===== src/rtl/mmio_periph_responder_pkg.sv =====
// Shared constants for the peripheral MMIO window: base address, register
// offsets inside the 32-byte window and TCON bit positions.
package mmio_periph_responder_pkg;

  localparam logic [31:0] BASE_ADDR_DEFAULT  = 32'h4000_0000;
  localparam logic [11:0] DIGI_RESET_DEFAULT = 12'hFFF;

  localparam logic [4:0] OFF_TH      = 5'h00;
  localparam logic [4:0] OFF_TL      = 5'h04;
  localparam logic [4:0] OFF_TCON    = 5'h08;
  localparam logic [4:0] OFF_LED     = 5'h0C;
  localparam logic [4:0] OFF_DIGI    = 5'h10;
  localparam logic [4:0] OFF_SYSTICK = 5'h14;

  localparam int TCON_EN  = 0;
  localparam int TCON_IE  = 1;
  localparam int TCON_IRQ = 2;

  // Word-aligned byte offset within the window; the byte lane bits are ignored.
  function automatic logic [4:0] word_off(input logic [2:0] word_idx);
    return {word_idx, 2'b00};
  endfunction

endpackage


===== src/rtl/mmio_timer.sv =====
// Reload timer: TH holds the reload value, TL counts up while enabled and
// reloads from TH on overflow, optionally latching a sticky irq flag in TCON.
module mmio_timer
  import mmio_periph_responder_pkg::*;
(
  input  logic        clk,
  input  logic        reset,
  input  logic        th_we,
  input  logic        tl_we,
  input  logic        tcon_we,
  input  logic [31:0] wdata,
  output logic [31:0] th,
  output logic [31:0] tl,
  output logic [2:0]  tcon
);

  logic [31:0] th_reg;
  logic [31:0] tl_reg;
  logic [2:0]  tcon_reg;
  logic        overflow;

  // A CPU store to TL preempts that cycle's counting step, so no overflow
  // (and no irq) is generated from the value being overwritten.
  assign overflow = tcon_reg[TCON_EN] && (tl_reg == 32'hFFFF_FFFF) && !tl_we;

  always_ff @(posedge clk) begin
    if (reset) begin
      th_reg   <= 32'h0;
      tl_reg   <= 32'h0;
      tcon_reg <= 3'b000;
    end else begin
      if (th_we) begin
        th_reg <= wdata;
      end

      if (tl_we) begin
        tl_reg <= wdata;
      end else if (tcon_reg[TCON_EN]) begin
        tl_reg <= overflow ? th_reg : tl_reg + 32'd1;
      end

      if (tcon_we) begin
        tcon_reg <= wdata[2:0];
      end else if (overflow && tcon_reg[TCON_IE]) begin
        tcon_reg[TCON_IRQ] <= 1'b1;
      end
    end
  end

  assign th   = th_reg;
  assign tl   = tl_reg;
  assign tcon = tcon_reg;

endmodule


===== src/rtl/mmio_periph_responder.sv =====
// Peripheral window responder on the data-memory bus: address decode, LED,
// 7-segment and systick registers, the reload timer and a zero-latency read mux.
module mmio_periph_responder
  import mmio_periph_responder_pkg::*;
#(
  parameter logic [31:0] BASE_ADDR  = BASE_ADDR_DEFAULT,
  parameter logic [11:0] DIGI_RESET = DIGI_RESET_DEFAULT
) (
  input  logic        clk,
  input  logic        reset,
  input  logic [31:0] addr,
  input  logic [31:0] WriteData,
  input  logic        MemRead,
  input  logic        MemWrite,
  output logic [31:0] ReadData,
  output logic [7:0]  leds,
  output logic [3:0]  AN,
  output logic [7:0]  BCD,
  output logic        irq
);

  logic        hit;
  logic [4:0]  off;
  logic        wr_en;
  logic        rd_en;
  logic        unused_addr_bits;

  logic [7:0]  leds_reg;
  logic [11:0] digi_reg;
  logic [31:0] systick_reg;
  logic [31:0] th;
  logic [31:0] tl;
  logic [2:0]  tcon;
  logic [31:0] rd_data;

  assign hit              = (addr[31:5] == BASE_ADDR[31:5]);
  assign off              = word_off(addr[4:2]);
  assign wr_en            = MemWrite && hit;
  assign rd_en            = MemRead && hit;
  assign unused_addr_bits = ^addr[1:0];

  mmio_timer u_timer (
    .clk     (clk),
    .reset   (reset),
    .th_we   (wr_en && (off == OFF_TH)),
    .tl_we   (wr_en && (off == OFF_TL)),
    .tcon_we (wr_en && (off == OFF_TCON)),
    .wdata   (WriteData),
    .th      (th),
    .tl      (tl),
    .tcon    (tcon)
  );

  // SYSTICK has no write path: it is a pure cycle counter.
  always_ff @(posedge clk) begin
    if (reset) begin
      leds_reg    <= 8'h00;
      digi_reg    <= DIGI_RESET;
      systick_reg <= 32'h0;
    end else begin
      systick_reg <= systick_reg + 32'd1;
      if (wr_en && (off == OFF_LED)) begin
        leds_reg <= WriteData[7:0];
      end
      if (wr_en && (off == OFF_DIGI)) begin
        digi_reg <= WriteData[11:0];
      end
    end
  end

  always_comb begin
    rd_data = 32'h0;
    if (rd_en) begin
      case (off)
        OFF_TH:      rd_data = th;
        OFF_TL:      rd_data = tl;
        OFF_TCON:    rd_data = {29'h0, tcon};
        OFF_LED:     rd_data = {24'h0, leds_reg};
        OFF_DIGI:    rd_data = {20'h0, digi_reg};
        OFF_SYSTICK: rd_data = systick_reg;
        default:     rd_data = 32'h0;
      endcase
    end
  end

  assign ReadData = rd_data;
  assign leds     = leds_reg;
  assign AN       = digi_reg[11:8];
  assign BCD      = digi_reg[7:0];
  assign irq      = tcon[TCON_IRQ];

endmodule


===== config.mk =====
export PLATFORM = sky130hd
export DESIGN_NAME = mmio_periph_responder
export DESIGN_NICKNAME = d
export VERILOG_FILES = /design/src/rtl/mmio_periph_responder_pkg.sv /design/src/rtl/mmio_timer.sv /design/src/rtl/mmio_periph_responder.sv
export SDC_FILE = /design/constraint.sdc
export NUM_CORES = 1
export LEC_CHECK = 0
export ABC_AREA = 1
export BUFFER_PORTS_ARGS = -buffer_cell sky130_fd_sc_hd__clkbuf_2
export CAP_MARGIN = 10
export CORE_MARGIN = 2
export CORE_UTILIZATION = 57
export DETAILED_ROUTE_END_ITERATION = 6
export PLACE_DENSITY = 0.81
export SLEW_MARGIN = 20
export SYNTH_ARGS = -nofsm -noshare
export SYNTH_HDL_FRONTEND = slang
export SYNTH_SLANG_ARGS = --single-unit

===== constraint.sdc =====
create_clock -name clk -period 2.2 [get_ports clk]
set_clock_uncertainty 0.15 [all_clocks]
set_input_delay 0.44 -clock clk [delete_from_list [all_inputs] [get_ports clk]]
set_output_delay 0.44 -clock clk [all_outputs]
set_load 0.01 [all_outputs]

==> results of run 1 <==
## Yosys cell counts, drive strengths merged
cell / n
a21oi: 102
a221oi: 8
a31oi: 25
a41oi: 2
and2: 4
buf: 18
clkbuf: 31
clkinv: 6
dfxtp: 119
ha: 2
inv: 137
nand2: 377
nand2b: 1
nand3: 144
nand3b: 7
nand4: 11
nor2: 123
nor3: 16
nor3b: 3
nor4: 4
o211ai: 1
o21a: 1
o21ai: 44
o21bai: 1
o22ai: 5
or2: 5
xnor2: 4
xor2: 19
## per-layer routing
metal  vias up  GRT usage  share of wire
met5         -          0              0
met4         0      0.137          0.039
met3       105      0.105           0.12
li1       4321          -              -
met2       604      0.593           0.46
met1      4215      0.477           0.39
## logic make-up (layout without fill, tap and decap cells)
| family | count (synthesis) | in the layout | share of synthesized area |
|---|---|---|---|
| fa+ha+maj | 2 | 2 | 0.00338 |
| xor+xnor | 23 | 23 | 0.0272 |
| flops | 119 | 119 | 0.321 |
| buf+inv | 192 | 380 | 0.103 |
| simple gates | 695 | 695 | 0.406 |
| compound gates | 189 | 189 | 0.139 |
## cell type report
type,instances,share of cell area
Multi-Input combinational cell,909,0.480
Sequential cell,119,0.243
Timing Repair Buffer,205,0.147
Inverter,143,0.0553
Clock buffer,28,0.0497
Tap cell,172,0.0220
Clock inverter,4,0.00204
## power groups by stage
stage               logic, mW  clock network [mW]  registers (mW)
global placement        0.248                   0            2.21
floorplan              0.0976                   0            2.21
finish                  0.294                2.45            2.17
CTS                     0.262                2.44            2.17
global route            0.315                2.53            2.17
detailed placement      0.252                   0            2.21
## worst max-delay path, cell delays in order
cell and delay [ns]:
clkbuf_2 0.09, nor2_1 0.11, nand2_1 0.07, nor2_1 0.11
nand2_1 0.11, nor2_4 0.14, o211ai_1 0.13, buf_4 0.19
buf_6 0.14, a31oi_1 0.20, buf_2 0.17
## path summary, 6_finish.rpt
kind | startpoint | to | slack, ns | depth (start not counted)
setup reg to reg | u_timer.tl[0]$_SDFFE_PP0P_ | u_timer.tl[30]$_SDFFE_PP0P_ | 0.15 | 11
hold reg to reg | u_timer.th[30]$_SDFFE_PP0P_ | u_timer.th[30]$_SDFFE_PP0P_ | 0.33 | 2
hold / removal | WriteData[3] | digi_reg[3]$_SDFFE_PP1P_ | 0.16 | 3
setup / recovery | addr[11] | ReadData[24] | -0.31 | 11
## repair_timing
action                     4_1_cts  5_1_grt
pin swaps                        2       18
hold endpoints to repair         0        0
setup buffers                    3        6
setup endpoints to repair       32       55
resized for setup               28      102
cloned                           0        2
## through the flow
stage	hold slack [ns]	cells	worst slack, ns	instance area (um2)
2_1_floorplan	0.280	1220	-0.0344	7410
3_3_place_gp	0.308	1540	-0.124	8670
3_5_place_dp	0.316	1540	-0.166	8670
4_1_cts	0.141	1574	-0.141	9350
5_1_grt	0.176	1580	-0.343	9800
6_report	0.156	1580	-0.314	9800
==> results.cfg, run 1 <==
[min_path]
min_path_type = in2reg

[power]
fin_total_pwr_mw = 4.92
power_density_mw_per_mm2 = 502
leakage_nw = 3.83
pwr-share-seq = 0.441
internal_power_mw = 3.77
p_sw_frac = 0.233
clkPwrFrac = 0.499
ir_worst_vdd_uv = 515
pwr-share-comb = 0.060
switching_power_mw = 1.15

[setup_path]
path_class = in2out
arrival_ns = 1.92
required_ns = 1.61
critPathMaxFanout = 5
worst_setup_path_start_kind = input port
cp-end-kind = output port

[synthesis]
synthTopCellsByArea = dfxtp_1 (32%), nand2_1 (19%), nand3_1 (9.5%)
yosysTopAreaCell = dfxtp_1
synth_seq_area_share = 0.321
yosysWarnings = 0
synth_nets = 1290
yosysTopAreaCellShare = 0.321
synth_cell_types = 41
syn_area_mm2 = 0.00741
syn_avg_cell_area_um2 = 6.07
synth_seq_cells = 119
syn_inst = 1220

[clock_network]
tritoncts = built
clkSinkCount = 119
holdBufCountCts = 0
clkTransAtPathRegs_ns = 0.05
clockRootBuffer = clkbuf_16
cts_max_level = 4
numCtsBuffers = 17
insertion_delay_ns = 0.42
cts_buffer_depth = 2

[sta]
slew_violations = 0
finalCritPeriodShare = 1.14
hold_viol = 0
rsz0062_at_grt = true
setup_viol = 32
min_period_ns = 2.51
timing.fmax_mhz = 398
fin_tns_setup_ns = -6.33
setup_slack_ns = -0.314
worstMarginPinSlew_ns = 0.654
slew_headroom = 0.564

[route]
first_pass_iters = 6
wl_per_cell_um = 17.3
vias = 9245
wirelength_um = 27400
via_per_inst = 5.85
initialDrtViolationCount = 1288
ant_nets = 0
drc = 0

[floorplanning]
core-area_mm2 = 0.0127
dieArea_mm2 = 0.0139
num_rows = 41
die_x_um = 118
dieHeight_um = 118
num_io_pins = 121
initial_core_util = 0.585

[final_layout]
nets = 1465
multiInputGateArea_mm2 = 0.00471
drive_above_1_share = 0.217
n_fill_cell = 974
diodes = 0
layout_commonest_cell = nand2_1
layout_common_cells = nand2_1 (372), nand3_1 (136), inv_1 (128), dfxtp_1 (119), nor2_1 (108)
area_delta_synth_final_pct = 32.2
fin_util = 0.773
seq_area_mm2 = 0.00238

[placed_design]
place_congestion = 1.01
portBuffers = 118
dp_hpwl_um = 18800

[global_route]
grt_max_degree = 54
antenna_found_initial = 0
grt_pass1_wl_um = 41300
grt_pass1_vias = 8358
grt_usage = 0.371
grt_overflow = 0

[outcome]
violations = negative setup slack
outcome = finished with violations

[flow_run]
cap_violations = 0
No activity file was read; power rests on OpenSTA's default activity.
==> inputs of run 2 (changes only) <==
Settings changed: CORE_UTILIZATION 57 to 56, PLACE_DENSITY 0.81 to 0.8.
==> run 2 against run 1 <==
The run still ends with negative setup slack left. Cell count decreased by 0.38%. Clock-buffer cell count decreased by 6. Global-route usage decreased by 0.71 points. Sequential power about the same. Fmax increased by 5.5%. Cell area decreased by 1.1%. Flip-flop and latch count unchanged. Via count decreased by 2.9%. Worst setup slack improved by 0.13 ns.
==> results.cfg, run 2 (synthesized netlist as in run 1, its figures left out) <==
[outcome]
outcome = finished with violations
violations = negative setup slack

[global_route]
grt_pass1_wl_um = 41000
grt_pass1_vias = 8271
antenna_found_initial = 0
grt_overflow = 0
grt_max_degree = 67
grt_usage = 0.364

[floorplanning]
dieArea_mm2 = 0.0142
core-area_mm2 = 0.0131
initial_core_util = 0.566
num_io_pins = 121
die_x_um = 119
dieHeight_um = 119
num_rows = 42

[setup_path]
critPathMaxFanout = 6
path_cells = buf_8 -> nor2_4 -> nand2_2 -> nor2_2 -> nand2_1 -> nor2_2 -> o211ai_1 -> buf_4 -> clkbuf_16 -> a31oi_4 -> buf_2
path_common_cell = nor2_2
cp-end-kind = output port
ff2ff_setup_slack_ns = 0.15
required_ns = 1.61
slowest_delay_ns = 0.19
reg2regPathDepth = 9
slowest_stage = buf_4
worst_setup_path_start_kind = input port
worst_r2r_endpoint = u_timer.tl[17]$_SDFFE_PP0P_
r2r-start = u_timer.tl[2]$_SDFFE_PP0P_
arrival_ns = 1.79
path_class = in2out

[sta]
worstMarginPinSlew_ns = 0.555
setup_viol = 30
finalCritPeriodShare = 1.08
rsz0062_at_grt = true
slew_violations = 0
timing.fmax_mhz = 420
min_period_ns = 2.38
setup_slack_ns = -0.182
hold_viol = 0
slew_headroom = 0.630

[final_layout]
area_delta_synth_final_pct = 30.7
drive_above_1_share = 0.201
layout_commonest_cell = nand2_1
layout_common_cells = nand2_1 (371), nand3_1 (139), inv_1 (131), dfxtp_1 (118), nor2_1 (106)
design_area_mm2 = 0.00969
n_fill_cell = 1033
diodes = 0
nets = 1455

[power]
power_density_mw_per_mm2 = 564
fin_total_pwr_mw = 5.46
p_sw_frac = 0.213
internal_power_mw = 4.30
clkPwrFrac = 0.553
pwr-share-seq = 0.396
leakage_nw = 3.86
ir_worst_vdd_uv = 545
switching_power_mw = 1.17
pwr-share-comb = 0.050

[placed_design]
dpl_cell_area_mm2 = 0.00868
place_congestion = 0.984
dp_hpwl_um = 18400
portBuffers = 118

[route]
drc = 0
ant_nets = 0
wl_per_cell_um = 16.7
initialDrtViolationCount = 1192
wirelength_um = 26300
first_pass_iters = 6
via_per_inst = 5.70
vias = 8976

[clock_network]
clockRootBuffer = clkbuf_16
cts_buffer_depth = 2
clkSinkCount = 119
cts_max_level = 4
tritoncts = built
insertion_delay_ns = 0.42
numCtsBuffers = 17
holdBufCountCts = 0
clkTransAtPathRegs_ns = 0.05

[min_path]
hold_path_depth = 3
min_to = u_timer.th[21]$_SDFFE_PP0P_
min-delay-start = WriteData[21]
min_path_type = in2reg

[flow_run]
cap_violations = 0
## run 2: changes by cell type in the layout (fill, tap and decap cells not counted), sizes merged
cell and delta:
clkinv +3, clkbuf -7, buf -9, bufinv +5
inv -2
## run 2: final cells by class
type	count	area, um2	share of cell area
clock inverters	10	175	0.0181
multi-input cells	909	4520	0.466
well taps	176	220	0.0227
clock buffers	22	454	0.0469
repair buffers	195	1390	0.144
flip-flops and latches	119	2380	0.246
inverters	143	543	0.0561
## run 2: worst max path at each step
stage,startpoint,end
6_report,addr[5],ReadData[12]
5_1_grt,addr[26],ReadData[12]
2_1_floorplan,addr[28],ReadData[16]
3_5_place_dp,addr[26],ReadData[12]
3_3_place_gp,addr[28],ReadData[16]
4_1_cts,addr[26],ReadData[19]
## run 2: stage by stage
stage	hold slack [ns]	utilization	worst slack (ns)	instances	TNS (ns)
after CTS	0.144	0.715	-0.132	1569	-2.22
final	0.150	0.740	-0.182	1574	-3.47
after floorplan	0.280	-	-0.0344	1220	-0.344
after detailed placement	0.308	0.663	-0.188	1537	-2.20
after global routing	0.151	0.740	-0.235	1574	-5.87
after global placement	0.297	0.663	-0.146	1537	-1.73
## run 2: worst max-delay path, delay by kind of cell
kind                   cells  cell delay [ns]
and+or+nand+nor            5             0.45
buffers and inverters      4             0.62
AOI/OAI and AO/OA          2             0.27
## run 2: power by group through the flow
stage                     Clock [mW]  Sequential [mW]  Combinational [mW]
after floorplan                    0             2.21              0.0976
after global placement             0             2.21               0.245
after detailed placement           0             2.21               0.248
after CTS                       3.02             2.17               0.252
after global routing            3.13             2.17               0.297
final                           3.02             2.17               0.275
## run 2: timing repair
action                     in CTS  in global routing
setup endpoints to repair      31                 45
hold endpoints to repair        0                  0
resized for setup              13                 79
cloned                          0                  2
pin swaps                       3                 13
setup buffers                   0                  3
## run 2: metal layers
metal | part of all wire | global-route usage
met1 | 0.39 | 0.472
met2 | 0.47 | 0.591
met3 | 0.11 | 0.0843
met4 | 0.031 | 0.135
met5 | 0 | 0
